### src/rtl/bgd_dot_accum_if.sv
// Operand-in and result-out streams of the BGD dot-product accumulator.
// slave is the accumulator's view of the bus and master is the driver's view.
interface bgd_dot_accum_if #(
    parameter int DATA_W = 13,
    parameter int ACC_W  = 24
);
    logic                     in_valid;
    logic                     in_ready;
    logic signed [DATA_W-1:0] in_a;
    logic signed [DATA_W-1:0] in_b;
    logic                     out_valid;
    logic                     out_ready;
    logic signed [DATA_W-1:0] out_data;
    logic signed [ACC_W-1:0]  out_acc;
    logic                     out_sat;

    modport master (
        output in_valid, in_a, in_b, out_ready,
        input  in_ready, out_valid, out_data, out_acc, out_sat
    );

    modport slave (
        input  in_valid, in_a, in_b, out_ready,
        output in_ready, out_valid, out_data, out_acc, out_sat
    );
endinterface

### src/rtl/bgd_dot_accum.sv
// Sequences operand pairs into an external pipelined multiplier and accumulates
// the returning products over a programmed length, then hands out a saturated sum.
module bgd_dot_accum #(
    parameter int DATA_W  = 13,
    parameter int ACC_W   = 24,
    parameter int LEN_W   = 8,
    parameter int MUL_LAT = 3
) (
    input  logic                     clk,
    input  logic                     reset,
    input  logic                     start,
    input  logic [LEN_W-1:0]         len,
    bgd_dot_accum_if.slave           bus,
    output logic                     mul_ce,
    output logic signed [DATA_W-1:0] mul_din0,
    output logic signed [DATA_W-1:0] mul_din1,
    input  logic signed [DATA_W-1:0] mul_dout,
    output logic                     busy
);

    typedef enum logic [1:0] {IDLE, ACCUM, DRAIN, DONE} state_t;

    localparam logic signed [ACC_W-1:0]  SAT_MAX = ACC_W'((2 ** (DATA_W - 1)) - 1);
    localparam logic signed [ACC_W-1:0]  SAT_MIN = -SAT_MAX - ACC_W'(1);
    localparam logic signed [DATA_W-1:0] SAT_HI  = {1'b0, {(DATA_W - 1){1'b1}}};
    localparam logic signed [DATA_W-1:0] SAT_LO  = {1'b1, {(DATA_W - 1){1'b0}}};

    state_t                   state;
    logic [LEN_W-1:0]         len_q;
    logic [LEN_W-1:0]         count;
    logic [LEN_W-1:0]         count_next;
    logic [MUL_LAT-1:0]       vpipe;
    logic signed [ACC_W-1:0]  acc;
    logic signed [ACC_W-1:0]  product_ext;
    logic                     issue;
    logic                     in_ready_q;
    logic                     out_valid_q;
    logic signed [DATA_W-1:0] out_data_q;
    logic signed [ACC_W-1:0]  out_acc_q;
    logic                     out_sat_q;
    logic signed [DATA_W-1:0] sat_data;
    logic                     sat_flag;

    assign issue       = bus.in_valid & in_ready_q;
    assign count_next  = count + LEN_W'(1);
    assign product_ext = {{(ACC_W - DATA_W){mul_dout[DATA_W-1]}}, mul_dout};

    assign mul_din0      = bus.in_a;
    assign mul_din1      = bus.in_b;
    assign bus.in_ready  = in_ready_q;
    assign bus.out_valid = out_valid_q;
    assign bus.out_data  = out_data_q;
    assign bus.out_acc   = out_acc_q;
    assign bus.out_sat   = out_sat_q;

    always_comb begin
        sat_flag = 1'b0;
        sat_data = acc[DATA_W-1:0];
        if (acc > SAT_MAX) begin
            sat_flag = 1'b1;
            sat_data = SAT_HI;
        end else if (acc < SAT_MIN) begin
            sat_flag = 1'b1;
            sat_data = SAT_LO;
        end
    end

    // vpipe follows each multiplier slot so only real issues are ever summed.
    always_ff @(posedge clk) begin
        if (reset) begin
            state       <= IDLE;
            len_q       <= '0;
            count       <= '0;
            vpipe       <= '0;
            acc         <= '0;
            in_ready_q  <= 1'b0;
            mul_ce      <= 1'b0;
            busy        <= 1'b0;
            out_valid_q <= 1'b0;
            out_data_q  <= '0;
            out_acc_q   <= '0;
            out_sat_q   <= 1'b0;
        end else begin
            if (mul_ce) begin
                vpipe <= {vpipe[MUL_LAT-2:0], issue};
                if (vpipe[MUL_LAT-1]) begin
                    acc <= acc + product_ext;
                end
            end

            case (state)
                IDLE: begin
                    if (start) begin
                        len_q <= len;
                        acc   <= '0;
                        count <= '0;
                        busy  <= 1'b1;
                        if (len == '0) begin
                            state       <= DONE;
                            out_valid_q <= 1'b1;
                            out_data_q  <= '0;
                            out_acc_q   <= '0;
                            out_sat_q   <= 1'b0;
                        end else begin
                            state      <= ACCUM;
                            in_ready_q <= 1'b1;
                            mul_ce     <= 1'b1;
                        end
                    end
                end
                ACCUM: begin
                    if (issue) begin
                        count <= count_next;
                        if (count_next == len_q) begin
                            state      <= DRAIN;
                            in_ready_q <= 1'b0;
                        end
                    end
                end
                DRAIN: begin
                    if (vpipe == '0) begin
                        state       <= DONE;
                        mul_ce      <= 1'b0;
                        out_valid_q <= 1'b1;
                        out_data_q  <= sat_data;
                        out_acc_q   <= acc;
                        out_sat_q   <= sat_flag;
                    end
                end
                DONE: begin
                    if (bus.out_ready) begin
                        state       <= IDLE;
                        out_valid_q <= 1'b0;
                        busy        <= 1'b0;
                    end
                end
                default: state <= IDLE;
            endcase
        end
    end

endmodule

### src/flat_wrapper.sv
// flat-port wrapper written by rule: the top's interface ports become plain ports
module bgd_dot_accum_flat 
#(
    parameter int DATA_W  = 13,
    parameter int ACC_W   = 24,
    parameter int LEN_W   = 8,
    parameter int MUL_LAT = 3
)
  (clk, reset, start, len, mul_ce, mul_din0, mul_din1, mul_dout, busy, bus_in_valid, bus_in_a, bus_in_b, bus_out_ready, bus_in_ready, bus_out_valid, bus_out_data, bus_out_acc, bus_out_sat);
  bgd_dot_accum_if #(.DATA_W(DATA_W), .ACC_W(ACC_W)) bus_i ();
  input  logic clk;
  input  logic reset;
  input  logic start;
  input  logic [LEN_W-1:0] len;
  output logic mul_ce;
  output logic signed [DATA_W-1:0] mul_din0;
  output logic signed [DATA_W-1:0] mul_din1;
  input  logic signed [DATA_W-1:0] mul_dout;
  output logic busy;
  input wire logic [$bits(bus_i.in_valid)-1:0] bus_in_valid;
  input wire logic [$bits(bus_i.in_a)-1:0] bus_in_a;
  input wire logic [$bits(bus_i.in_b)-1:0] bus_in_b;
  input wire logic [$bits(bus_i.out_ready)-1:0] bus_out_ready;
  output wire logic [$bits(bus_i.in_ready)-1:0] bus_in_ready;
  output wire logic [$bits(bus_i.out_valid)-1:0] bus_out_valid;
  output wire logic [$bits(bus_i.out_data)-1:0] bus_out_data;
  output wire logic [$bits(bus_i.out_acc)-1:0] bus_out_acc;
  output wire logic [$bits(bus_i.out_sat)-1:0] bus_out_sat;
  assign bus_i.in_valid = bus_in_valid;
  assign bus_i.in_a = bus_in_a;
  assign bus_i.in_b = bus_in_b;
  assign bus_i.out_ready = bus_out_ready;
  assign bus_in_ready = bus_i.in_ready;
  assign bus_out_valid = bus_i.out_valid;
  assign bus_out_data = bus_i.out_data;
  assign bus_out_acc = bus_i.out_acc;
  assign bus_out_sat = bus_i.out_sat;
  bgd_dot_accum #(.DATA_W(DATA_W), .ACC_W(ACC_W), .LEN_W(LEN_W), .MUL_LAT(MUL_LAT)) u_core (.clk(clk), .reset(reset), .start(start), .len(len), .bus(bus_i), .mul_ce(mul_ce), .mul_din0(mul_din0), .mul_din1(mul_din1), .mul_dout(mul_dout), .busy(busy));
endmodule
### config.mk
export PLATFORM = sky130hd
export DESIGN_NAME = bgd_dot_accum_flat
export DESIGN_NICKNAME = d
export VERILOG_FILES = /design/src/rtl/bgd_dot_accum_if.sv /design/src/rtl/bgd_dot_accum.sv /design/src/flat_wrapper.sv
export SDC_FILE = /design/constraint.sdc
export NUM_CORES = 1
export LEC_CHECK = 0
export ABC_AREA = 1
export ABC_CLOCK_PERIOD_IN_PS = 2250
export CAP_MARGIN = 20
export CORE_MARGIN = 5
export CORE_UTILIZATION = 51
export CTS_CLUSTER_DIAMETER = 40
export DETAILED_ROUTE_END_ITERATION = 8
export PLACE_DENSITY = 0.85
export SYNTH_ARGS = -nofsm -noshare
export SYNTH_HDL_FRONTEND = slang
export SYNTH_SLANG_ARGS = --single-unit
### constraint.sdc
create_clock -name clk -period 2.25 [get_ports clk]
set_clock_uncertainty 0.05 [all_clocks]
set_input_delay 0.45 -clock clk [delete_from_list [all_inputs] [get_ports clk]]
set_output_delay 0.45 -clock clk [all_outputs]
set_load 0.01 [all_outputs]
==> metrics.csv, run 1 <==
stage,metric,value,unit
hold_path,min_path_cells,2,
grt,antenna_found_initial,0,
sta,setup-tns-final,0,ns
setup_path,crit_path_start_kind,input pin,
place,dp_hpwl,10900,um
sta,relSlewSlack,70.1,%
yosys,synth_area_leaders,"dfxtp_1 (32%), nand2_1 (15%), a21oi_1 (9.1%), inv_1 (7.5%), ha_1 (6.5%)",
yosys,ys_ff_latch,87,
setup_path,reg2regPathDepth,11,
clocking,cts_hold_buf,0,
sta,period_share,96.8,%
sta,finalHoldViolations,0,
yosys,post-synth-top-area-fraction,32.3,%
detailed_routing,vias,5482,
clocking,htreeDepth,3,
die,chipWidth,113,um
clocking,cts_buffers,9,
detailed_routing,routedWlPerCell,13.7,um
yosys,synth.cell_area,0.00539,mm2
grt,grt.total_usage,22.8,%
final_layout,fillers,937,
sta,setup_violations,0,
die,start_util,52.2,%
final_layout,nNetsFinal,985,
sta,fin_crit,2.18,ns
final_layout,syn2layout_area_growth,23.2,%
detailed_routing,wl,14300,um
clocking,cts-root-buf,clkbuf_8,
place,port_buffers,67,
job,drv_cap,0,
die,row_count,37,
setup_path,cp-end-kind,register,
yosys,synthFlopType,dfxtp_1,
detailed_routing,drtIter0Drc,444,
yosys,async_flop_share,0,%
die,core_area,0.0103,mm2
clocking,clk_latency,0.38,ns
grt,grt_pass1_vias,5196,
sta,fmax,459,MHz
clocking,cts_tree,done,
clocking,clk_pin_slew,0.09,ns
yosys,ys_seq_area_share,32.3,%
final_layout,layout.area.seq,0.00174,mm2
yosys,yosys_warnings,0,
clocking,cts.sinks,87,
yosys,avgSynthCellArea,6.57,um2
setup_path,cp_max_fo,12,
power,leakagePower,3.01,nW
yosys,synth_nets,901,
grt,grt-ovfl-total,0,
detailed_routing,drc_errors,0,
yosys,synth_cell_types,36,
clocking,cts_buffer_depth,2,
grt,grt_pass1_wl,24000,um
sta,maxSlewViolCount,0,
die,die_y,113,um
final_layout,multi_input_area,0.00304,mm2
die,die-area,0.0127,mm2
power,power_density,750,mW/mm2
detailed_routing,routed_via_density,5.25,
yosys,synth_edf_count,0,
detailed_routing,dr.pass1.iters,5,
setup_path,cp_data_required_time,2.47,ns
yosys,synthCells,820,
final_layout,fin_util,64.3,%
final_layout,n_antenna_cell,0,
power,ir_worst_vdd,0.000440,V
grt,grt_max_degree,39,
sta,worst_slew_pin_slew,0.445,ns
setup_path,crit_arrival,2.40,ns
setup_path,worstSetupPathType,in -> reg,
final_layout,drive_above_1_share,13.6,%
sta,rsz0062_at_grt,yes,
place,place.gp.congestion,0.913,
yosys,synth_top_area_cell,dfxtp_1,
die,boundaryPins,120,
outcome,status,"finished, final reports clean",
hold_path,min_path_type,in -> reg,
detailed_routing,antenna_left,0,
==> routing by layer <==
metal	share of wire, %	wire, um	global-route usage [%]	up-vias
li1	-	-	-	2786
met1	44	6320	29.8	2522
met2	48	6890	38.3	150
met3	6.1	873	4.92	24
met4	1.4	201	5.61	0
met5	0	0	0	-
==> timing repair <==
item	in CTS	in global routing
setup endpoints to repair	0	13
resized for setup	0	31
setup buffers	0	0
==> logic make-up (layout without fill, tap and decap cells) <==
| logic type | Yosys count | count (layout) | share of synthesized area [%] |
|---|---|---|---|
| fa+ha+maj | 29 | 29 | 6.87 |
| compound gates | 174 | 174 | 17.8 |
| simple gates | 363 | 363 | 28.3 |
| xor+xnor | 10 | 10 | 1.62 |
| buf+inv | 157 | 246 | 13.1 |
| flops | 87 | 87 | 32.3 |
==> metrics by stage <==
step	cell area [um2]	setup WS, ns	hold slack (ns)	cells	total power [W]
6_report	6640	0.0723	0.410	1045	0.00498
5_1_grt	6640	-0.0985	0.419	1045	0.00533
4_1_cts	6550	0.0381	0.409	1045	0.00494
3_5_place_dp	6340	-0.349	0.407	1029	0.00379
3_3_place_gp	6340	-0.325	0.402	1029	0.00375
2_1_floorplan	5390	0.236	0.387	820	0.00319
==> state kept, by name, indices dropped and copies added, names as in the netlist <==
register,cells
u_core.mul_ce,1
u_core.count,8
u_core.bus.out_acc,24
u_core.vpipe,3
u_core.bus.out_valid,1
u_core.len_q,8
u_core.bus.out_sat,1
u_core.acc,24
u_core.busy,1
u_core.bus.out_data,13
u_core.bus.in_ready,1
u_core.state,2
==> Yosys cell counts, types with 4 or more instances <==
master / instances
inv_1: 107
a21o_1: 5
xnor2_1: 7
a21oi_2: 11
ha_1: 28
clkbuf_1: 13
nor3_1: 6
nand2_1: 216
buf_2: 6
dfxtp_1: 87
nand3_1: 42
buf_4: 26
o21ai_0: 46
o21bai_1: 4
nand4_1: 13
a21oi_1: 98
nand2_2: 11
nor2_1: 66
==> worst max-delay path, stage by stage <==
cell and delay, ns:
clkdlybuf4s50_1 0.44, buf_12 0.17, ha_1 0.35, a21oi_2 0.16, o21ai_0 0.14, o21bai_1 0.21
a21o_1 0.17, nand2_1 0.06, nand2_1 0.05, o21ai_0 0.15, inv_1 0.05
==> power by group <==
part / internal (W) / switching, W / leakage [nW] / total, W
Sequential: 0.00171 / 0.000155 / 0.705 / 0.00186
Combinational: 0.000767 / 0.00120 / 2.21 / 0.00196
Clock: 0.000552 / 0.000603 / 0.0966 / 0.00116
==> area by class of cell <==
cell class | count | share of cell area (%)
Timing Repair Buffer | 120 | 16.2
Sequential cell | 87 | 26.2
Inverter | 110 | 6.22
Tap cell | 136 | 2.56
Clock buffer | 11 | 2.13
Multi-Input combinational cell | 576 | 45.7
Clock inverter | 5 | 0.942
==> path summary, 6_finish.rpt <==
check,startpoint,end,slack (ns)
min reg2reg,u_core.bus.out_acc[1],u_core.bus.out_acc[1],0.42
max,mul_dout[12],u_core.acc[14],0.07
max reg2reg,u_core.acc[8],u_core.acc[21],0.21
min,reset,u_core.count[4],0.41
==> cell usage in the layout, fill, tap and decap left out, types with 5 or more instances in the layout <==
master,count
nor2_1,64
inv_1,107
nand2_1,212
a21oi_1,89
buf_4,52
o21ai_0,41
nand3_1,42
clkdlybuf4s50_1,66
ha_1,25
xnor2_1,7
a21oi_2,20
dfxtp_1,87
nand2_2,15
a21o_1,5
clkbuf_8,10
nand4_1,13
Note: power is estimated with default switching activity, not from simulation.
==> run 2, diff against run 1 <==
--- a/config.mk
+++ b/config.mk
@@ -13,6 +13,7 @@
 export CTS_CLUSTER_DIAMETER = 40
 export DETAILED_ROUTE_END_ITERATION = 8
 export PLACE_DENSITY = 0.85
+export SETUP_SLACK_MARGIN = 0.5
 export SYNTH_ARGS = -nofsm -noshare
 export SYNTH_HDL_FRONTEND = slang
 export SYNTH_SLANG_ARGS = --single-unit
==> metrics.csv, run 2 (synthesis gave the netlist of run 1 again) <==
stage,metric,value,unit,change
clocking,clk_pin_slew,0.11,ns,+0.02 ns
sta,fin_crit,2.06,ns,-0.115 ns
final_layout,final_common_cell,nand2_1,,
detailed_routing,drc_errors,0,,unchanged
die,row_count,37,,unchanged
outcome,status,"finished, final reports clean",,
setup_path,cp_data_required_time,2.48,ns,about the same
job,drv_cap,0,,unchanged
sta,period_share,91.7,%,-5.1 points
grt,grt_pass1_wl,28800,um,+20%
sta,whs,0.414,ns,+0.00355 ns
setup_path,cp-end-kind,register,,
setup_path,reg2regPathDepth,10,,-1
power,leakagePower,3.74,nW,+24%
die,core_area,0.0103,mm2,unchanged
final_layout,fin_util,76.3,%,+12 points
setup_path,crit_path_start_kind,input pin,,
place,place.gp.congestion,0.957,,+4.8%
detailed_routing,routedWlPerCell,19.9,um,+46%
detailed_routing,wl,21500,um,+50%
sta,rsz0062_at_grt,yes,,
power,ir_worst_vdd,0.000580,V,+32%
detailed_routing,drtIter0Drc,1034,,+130%
setup_path,rrSetupSlack,0.19,ns,-0.02 ns
setup_path,cp_max_fo,4,,-8
setup_path,regToRegStartpoint,u_core.acc[14],,
clocking,cts_buffer_depth,2,,unchanged
final_layout,syn2layout_area_growth,46.1,%,
die,die_y,113,um,unchanged
die,chipWidth,113,um,unchanged
die,boundaryPins,120,,unchanged
hold_path,min_from,reset,,
grt,grt-ovfl-total,0,,unchanged
die,die-area,0.0127,mm2,unchanged
grt,grt.total_usage,27.5,%,+4.7 points
final_layout,drive_above_1_share,35.1,%,+21 points
clocking,cts_buffers,9,,unchanged
clocking,cts_tree,done,,
setup_path,worstSetupPathType,in -> reg,,
clocking,clk_latency,0.38,ns,about the same
place,dp_hpwl,11300,um,+3.5%
clocking,cts.sinks,87,,unchanged
power,power_density,779,mW/mm2,+3.8%
final_layout,final_cell_mix,"nand2_1 (180), inv_1 (91), a21oi_1 (71)",,
place,port_buffers,67,,unchanged
clocking,htreeDepth,3,,unchanged
setup_path,rr_endpoint,u_core.acc[19],,
sta,setup_violations,0,,unchanged
clocking,cts-root-buf,clkbuf_8,,
detailed_routing,vias,6556,,+20%
setup_path,crit_arrival,2.29,ns,-0.11 ns
detailed_routing,routed_via_density,6.09,,+16%
grt,grt_max_degree,39,,unchanged
sta,maxSlewViolCount,0,,unchanged
sta,relSlewSlack,60.1,%,-9.9 points
die,start_util,52.2,%,unchanged
grt,antenna_found_initial,0,,unchanged
detailed_routing,dr.pass1.iters,8,,+3
clocking,cts_hold_buf,0,,unchanged
hold_path,min_path_cells,2,,unchanged
final_layout,fillers,646,,-31%
hold_path,holdPathEnd,u_core.count[3],,
hold_path,min_path_type,in -> reg,,
sta,fmax,485,MHz,+5.6%
sta,finalHoldViolations,0,,unchanged
grt,grt_pass1_vias,5939,,+14%
final_layout,n_antenna_cell,0,,unchanged
sta,worst_slew_pin_slew,0.593,ns,+0.147 ns
detailed_routing,antenna_left,0,,unchanged
final_layout,nNetsFinal,1017,,+3.2%
-- run 2: how the worst max path moves through the flow --
stage                          end  depth (start not counted)          start  slack (ns)
global route        u_core.acc[19]                         14   mul_dout[12]        0.10
CTS                 u_core.acc[10]                         11  u_core.acc[0]        0.46
global placement    u_core.acc[18]                         12   mul_dout[12]       -0.39
detailed placement  u_core.acc[18]                         12   mul_dout[12]       -0.35
floorplan           u_core.acc[12]                         11    mul_dout[0]        0.35
finish              u_core.acc[19]                         13   mul_dout[12]        0.19
-- run 2: metrics by stage --
| step | power [W] | worst slack (ns) | area [um2] | TNS (ns) | cells |
|---|---|---|---|---|---|
| after global routing | 0.00639 | 0.103 | 7880 | 0 | 1077 |
| after CTS | 0.00544 | 0.460 | 7270 | 0 | 1063 |
| after detailed placement | 0.00385 | -0.349 | 6440 | -3.90 | 1025 |
| final | 0.00613 | 0.187 | 7880 | 0 | 1077 |
| after floorplan | 0.00324 | 0.352 | 5530 | 0 | 820 |
| after global placement | 0.00380 | -0.387 | 6440 | -3.52 | 1025 |
-- run 2: routing by layer --
layer / global-route usage [%] / routed length, um
met1: 32.2 / 7530
met4: 10.6 / 1470
met5: 0 / 0
met2: 48.8 / 10400
met3: 5.99 / 2100
-- run 2: cell type report --
cell class,instances,area (um2),area share [%]
multi-input cells,577,3870,49.2
flip-flops and latches,87,1810,23.0
repair buffers,151,1370,17.3
inverters,110,424,5.39
well taps,136,170,2.16
clock buffers,9,124,1.57
clock inverters,7,113,1.43
-- run 2: what timing repair did --
| item | in CTS | in global routing |
|---|---|---|
| buffers inserted | 20 | 14 |
| pin swaps | 46 | 60 |
| gates resized for setup | 171 | 148 |
| cloned | 2 | 0 |
| setup endpoints to repair | 95 | 80 |
-- run 2: where the power goes --
| part | switching, W | internal, W |
|---|---|---|
| Clock | 0.000687 | 0.000651 |
| Sequential | 0.000183 | 0.00172 |
| Combinational | 0.00172 | 0.00117 |
| Total | 0.00259 | 0.00355 |
-- run 2: worst max-delay path: stages --
cell and delay [ns]:
buf_6 0.10, buf_6 0.13, buf_6 0.11, ha_4 0.30, nand2_4 0.09, inv_1 0.09
nand2_1 0.14, nor3_2 0.31, nand4_1 0.25, nand3_2 0.13, nor2_1 0.04, o21ai_1 0.10
inv_1 0.04
